## src/rtl/arith_pkg.sv

```systemverilog
// Shared integer-arithmetic definitions: iterative-unit FSM encoding and
// cycle-counter width, common to the sequential multiplier and divider.
package arith_pkg;

  localparam int unsigned CNT_W = 7;

  typedef enum logic [1:0] {
    ST_IDLE = 2'd0,
    ST_RUN  = 2'd1,
    ST_FIX  = 2'd2
  } state_t;

endpackage

```

## src/rtl/mul_seq.sv

```systemverilog
// Sequential radix-2 shift-add multiplier, one multiplier bit per cycle.
// Optional build macro MUL_ZERO_SKIP_EN: zero operands finish in one cycle.
module mul_seq
  import arith_pkg::*;
#(
  parameter int unsigned WIDTH  = 32,
  parameter int unsigned RSHARE = 0
) (
  input  logic               clk,
  input  logic               rst,
  input  logic               start,
  input  logic               signed_a,
  input  logic               signed_b,
  input  logic [WIDTH-1:0]   multiplicand,
  input  logic [WIDTH-1:0]   multiplier,
  output logic [WIDTH-1:0]   product_lo,
  output logic [WIDTH-1:0]   product_hi,
  output logic               finish,
  output logic [WIDTH:0]     addA,
  output logic [WIDTH:0]     addB,
  output logic               addC,
  input  logic [WIDTH:0]     addRes
);

  localparam int unsigned PW = 2 * WIDTH;

  // The cycle counter is shared with the divider and only holds up to 127.
  if (WIDTH < 2 || WIDTH > 127) begin : g_bad_width
    $error("mul_seq: WIDTH must be in 2..127");
  end

  state_t             state;
  logic [WIDTH-1:0]   acc;
  logic [WIDTH-1:0]   mplr;
  logic [WIDTH-1:0]   mcand;
  logic [CNT_W-1:0]   cnt;
  logic               neg;

  logic               neg_a_c;
  logic               neg_b_c;
  logic [WIDTH-1:0]   mag_a_c;
  logic [WIDTH-1:0]   mag_b_c;
  logic [WIDTH:0]     add_a_c;
  logic [WIDTH:0]     add_b_c;
  logic [WIDTH:0]     sum_c;
  logic [PW-1:0]      raw_c;
  logic [PW-1:0]      prod_c;

  // Operand magnitudes and result sign, evaluated on the accepting edge.
  always_comb begin
    neg_a_c = signed_a & multiplicand[WIDTH-1];
    neg_b_c = signed_b & multiplier[WIDTH-1];
    mag_a_c = neg_a_c ? (-multiplicand) : multiplicand;
    mag_b_c = neg_b_c ? (-multiplier) : multiplier;
  end

  always_comb begin
    add_a_c = {1'b0, acc};
    add_b_c = mplr[0] ? {1'b0, mcand} : '0;
    raw_c   = {acc, mplr};
    prod_c  = neg ? (-raw_c) : raw_c;
  end

  // Shared-adder operands are only driven while this unit owns the adder.
  if (RSHARE != 0) begin : g_shared
    assign addA  = (state == ST_RUN) ? add_a_c : '0;
    assign addB  = (state == ST_RUN) ? add_b_c : '0;
    assign sum_c = addRes;
  end else begin : g_private
    logic unused_add_res;
    assign unused_add_res = ^addRes;
    assign addA  = '0;
    assign addB  = '0;
    assign sum_c = add_a_c + add_b_c;
  end

  assign addC = 1'b0;

  always_ff @(posedge clk) begin
    if (rst) begin
      state      <= ST_IDLE;
      finish     <= 1'b1;
      product_lo <= '0;
      product_hi <= '0;
      acc        <= '0;
      mplr       <= '0;
      mcand      <= '0;
      cnt        <= '0;
      neg        <= 1'b0;
    end else begin
      case (state)
        ST_IDLE: begin
          if (start) begin
            mcand  <= mag_a_c;
            mplr   <= mag_b_c;
            acc    <= '0;
            neg    <= neg_a_c ^ neg_b_c;
            cnt    <= CNT_W'(WIDTH);
            finish <= 1'b0;
`ifdef MUL_ZERO_SKIP_EN
            if (mag_a_c == '0 || mag_b_c == '0) begin
              mplr  <= '0;
              state <= ST_FIX;
            end else begin
              state <= ST_RUN;
            end
`else
            state  <= ST_RUN;
`endif
          end
        end
        ST_RUN: begin
          // Product bits shift down from acc into the vacated multiplier bits.
          acc  <= sum_c[WIDTH:1];
          mplr <= {sum_c[0], mplr[WIDTH-1:1]};
          cnt  <= cnt - CNT_W'(1);
          if (cnt == CNT_W'(1)) begin
            state <= ST_FIX;
          end
        end
        ST_FIX: begin
          product_hi <= prod_c[PW-1:WIDTH];
          product_lo <= prod_c[WIDTH-1:0];
          finish     <= 1'b1;
          state      <= ST_IDLE;
        end
        default: begin
          state <= ST_IDLE;
        end
      endcase
    end
  end

endmodule

```

## config.mk

```make
export PLATFORM = sky130hd
export DESIGN_NAME = mul_seq
export DESIGN_NICKNAME = d
export VERILOG_FILES = /design/src/rtl/arith_pkg.sv /design/src/rtl/mul_seq.sv
export SDC_FILE = /design/constraint.sdc
export NUM_CORES = 1
export LEC_CHECK = 0
export ABC_CLOCK_PERIOD_IN_PS = 8800
export BUFFER_PORTS_ARGS = -buffer_cell sky130_fd_sc_hd__buf_2
export CAP_MARGIN = 20
export CORE_ASPECT_RATIO = 1.4
export CORE_MARGIN = 2
export CORE_UTILIZATION = 60
export DETAILED_ROUTE_END_ITERATION = 8
export GPL_ROUTABILITY_DRIVEN = 0
export PLACE_DENSITY = 0.95
export SYNTH_ARGS = -nofsm -noshare
export SYNTH_HDL_FRONTEND = slang
export SYNTH_SLANG_ARGS = --single-unit
```

## constraint.sdc

```tcl
create_clock -name clk -period 8.8 [get_ports clk]
set_input_delay 1.76 -clock clk [delete_from_list [all_inputs] [get_ports clk]]
set_output_delay 1.76 -clock clk [all_outputs]
set_load 0.02 [all_outputs]
```

==> flow_summary_export.csv <==
group,metric,value,unit
run_status,status,"finished, violations left",
run_status,violations,"DRC",
global_route,grt_util_met1,0.3296,
clock_network,post-cts-setup-buffer-count,0,
route,drt-total-wl,29.07,mm
route,ant_nets,0,
global_route,use_met2,0.5225,
yosys,synthFlopType,"dfxtp_1",
global_route,track_usage,0.2994,
yosys,syn_area,10610,µm²
timing,slew_violations,0,
clock_network,cts_tree,"yes",
setup_path,worstRegToRegCells,10,
setup_path,r2r-end,"product_hi[26]$_SDFFE_PP0P_",
layout,syn2layout_area_growth,10.50,%
global_route,grt_pass1_wl,45.68,mm
timing,skew,0.01240,ns
floorplanning,start_util,0.6119,
setup_path,endpoint_kind,"flip-flop",
pwr,powerDensity,165.0,nW/µm²
yosys,yosysMostFrequentCell,"dfxtp_1",
clock_network,clkLatencyLatePin,0.44,ns
timing,relSlewSlack,0.3720,
global_route,grt_max_degree,66,
timing,rsz0062_at_grt,"no",
timing,final.setup.tns,0,ns
yosys,ys_seq_area_frac,0.3228,
layout,layout.nets,1563,
yosys,synth_common_cells,"171 x dfxtp_1, 167 x nand2_1, 156 x o21ai_0",
route,wl_per_cell,17.38,µm
setup_path,reg2reg_slack,4.96,ns
timing,setup_slack,4.372,ns
global_route,busiest_layer,"met2",
clock_network,root_buffer,"clkbuf_16",
layout,fill_cells,1284,
clock_network,holdBufCountCts,0,
floorplanning,die_w,116.4,µm
setup_path,crit_path_max_fanout,5,
flow_run,cap_violations,0,
route,first_iter_violations,1384,
place,dp_cells,1638,
yosys,synth_edf_count,0,
timing,setup_viol,0,
setup_path,r2r-start,"mplr[0]$_SDFFE_PP0P_",
place,pre_cts_ws,4.216,ns
yosys,ys_ff_latch,171,
timing,post-route-min-period,4.428,ns
clock_network,cts.path.max_buffers,2,
pwr,p_total,1.934,mW
floorplanning,die_y,161.3,µm
layout,multi_input_area,6578,µm²
layout,utilization,0.6762,
route,via_per_inst,6.252,
layout,final_area,11720,µm²
yosys,yosys_warnings,0,
route,remaining_drc_errors,2,
hold_path,hold_path_end,"product_lo[13]$_SDFFE_PP0P_",
pwr,power_leakage,4.865,nW
clock_network,path_clk_slew,0.07,ns
yosys,yosysTopAreaCellShare,0.3228,
yosys,avgSynthCellArea,7.926,µm²
hold_path,min_path_type,"reg -> reg",
yosys,ys_types,68,
timing,whs,0.4468,ns
hold_path,whs_path_depth,2,
floorplanning,rows,57,
layout,layout-drive-gt1-share,0.1372,
place,post-dp-hpwl,19.79,mm
route,vias,10460,
floorplanning,core_area,17330,µm²
global_route,grt_pass1_vias,9679,
timing,hold_violations,0,
floorplanning,die-area,18770,µm²
hold_path,worstHoldStart,"product_lo[13]$_SDFFE_PP0P_",
floorplanning,io_pins,234,
clock_network,cts_buffers,17,
yosys,synth_top_area_cell,"dfxtp_1",
setup_path,cp-start-kind,"input pin",
setup_path,startpoint,"multiplier[10]",
timing,worst_pin_slew,0.9397,ns
layout,final_cells,1673,
clock_network,clock-sinks,171,
timing,post-route-period-util,0.5032,
yosys,synth.top_cells.by_area,"dfxtp_1 32%, xor2_1 7.8%, o21ai_0 7.4%, nand2_1 5.9%, buf_4 4.7%",
setup_path,path_class,"in -> reg",
clock_network,cts_resized,0,
clock_network,cts_max_level,4,
yosys,synth_cells,1338,
global_route,grt-ovfl-total,0,
layout,final-seq-area,3425,µm²
global_route,antenna_found_initial,1,
place,io_buffer_count,133,
yosys,async_flop_share,0,
place,place_area,11090,µm²
setup_path,worstPathArrival,4.72,ns
setup_path,worstPathRequired,9.09,ns
pwr,peakVddDrop,0.1718,mV
timing,fmaxAchievable,225.8,MHz
global_route,met3_usage,0.06717,
route,drt_pass1_iterations,9,
where the power goes:
group          internal [mW]  switching (mW)
sequential             0.807          0.0342
combinational          0.126           0.232
clock                  0.378           0.356
total                   1.31           0.622
critical path, cell delays in order:
cell      delay, ns
buf_2          0.11
or4_1          0.55
or3_1          0.38
nor3_1         0.63
nand3_1        0.31
o31ai_1        0.38
xnor2_1        0.17
a222oi_1       0.32
nor2_1         0.10
logic make-up (layout without fill, tap and decap cells):
logic type | Yosys count | in the layout | share of synthesized area
other | 1 | 68 | 0.0003536
adder cells (fa/ha/maj) | 38 | 38 | 0.04554
multiplexers | 5 | 5 | 0.004837
AO/OA/AOI/OAI | 375 | 375 | 0.2276
flip-flops | 171 | 171 | 0.3228
AND/OR/NAND/NOR | 443 | 443 | 0.1982
XOR/XNOR | 143 | 143 | 0.1181
buffers and inverters | 162 | 194 | 0.08258
how the worst max path moves through the flow:
stage,slack [ns],cells past startpoint,to
after detailed placement,4.22,9,mplr[26]$_SDFFE_PP0P_
after CTS,4.50,9,mplr[26]$_SDFFE_PP0P_
after global placement,4.31,9,mplr[26]$_SDFFE_PP0P_
after floorplan,4.82,8,mplr[26]$_SDFFE_PP0P_
after global routing,4.33,9,mplr[26]$_SDFFE_PP0P_
final,4.37,9,mplr[26]$_SDFFE_PP0P_
routing by layer:
layer | routed length (µm) | up-vias
met4 | 1412 | 0
met2 | 14570 | 711
met3 | 2665 | 145
met1 | 10420 | 4790
met5 | 0 | -
li1 | - | 4814
cells in the final DEF (no fill, tap or decap), types with 4 or more instances in the layout:
cell type / synthesis / layout
xnor2_1: 49 / 49
inv_1: 18 / 18
nor2b_1: 5 / 5
o21ai_0: 156 / 156
clkbuf_16: 0 / 17
a311oi_1: 6 / 6
buf_2: 1 / 133
a21oi_1: 66 / 65
clkinv_4: 0 / 4
o31ai_1: 28 / 28
nor3_1: 18 / 18
ha_1: 37 / 37
or3_1: 25 / 25
or4_1: 18 / 18
a211oi_1: 21 / 21
conb_1: 1 / 67
nand2b_1: 5 / 5
a222oi_1: 30 / 30
inv_6: 0 / 6
xor2_1: 94 / 94
o21a_1: 6 / 6
and2_1: 43 / 42
dfxtp_1: 171 / 170
o21ai_1: 6 / 6
mux2i_1: 4 / 4
nor4_1: 9 / 9
inv_8: 0 / 4
nand4_1: 10 / 10
nand2_1: 167 / 167
nor2_1: 105 / 104
and3_1: 5 / 5
o41ai_1: 15 / 15
buf_4: 67 / 8
nand3_1: 20 / 19
a21o_1: 7 / 7
flip-flops by register name, summed over array words and instances (netlist names):
signal,cells
product_hi,32
state,2
finish,1
acc,32
product_lo,32
mcand,32
mplr,32
cnt,7
neg,1
layout make-up:
cell class	instances	area share
inverter	19	0.006086
multi-input combinational	1071	0.5613
timing repair buffer	143	0.06598
clock inverter	15	0.01271
antenna	1	0.0002135
tap	236	0.02520
clock buffer	17	0.03630
sequential	171	0.2922
(Power assumes the default switching activity.)
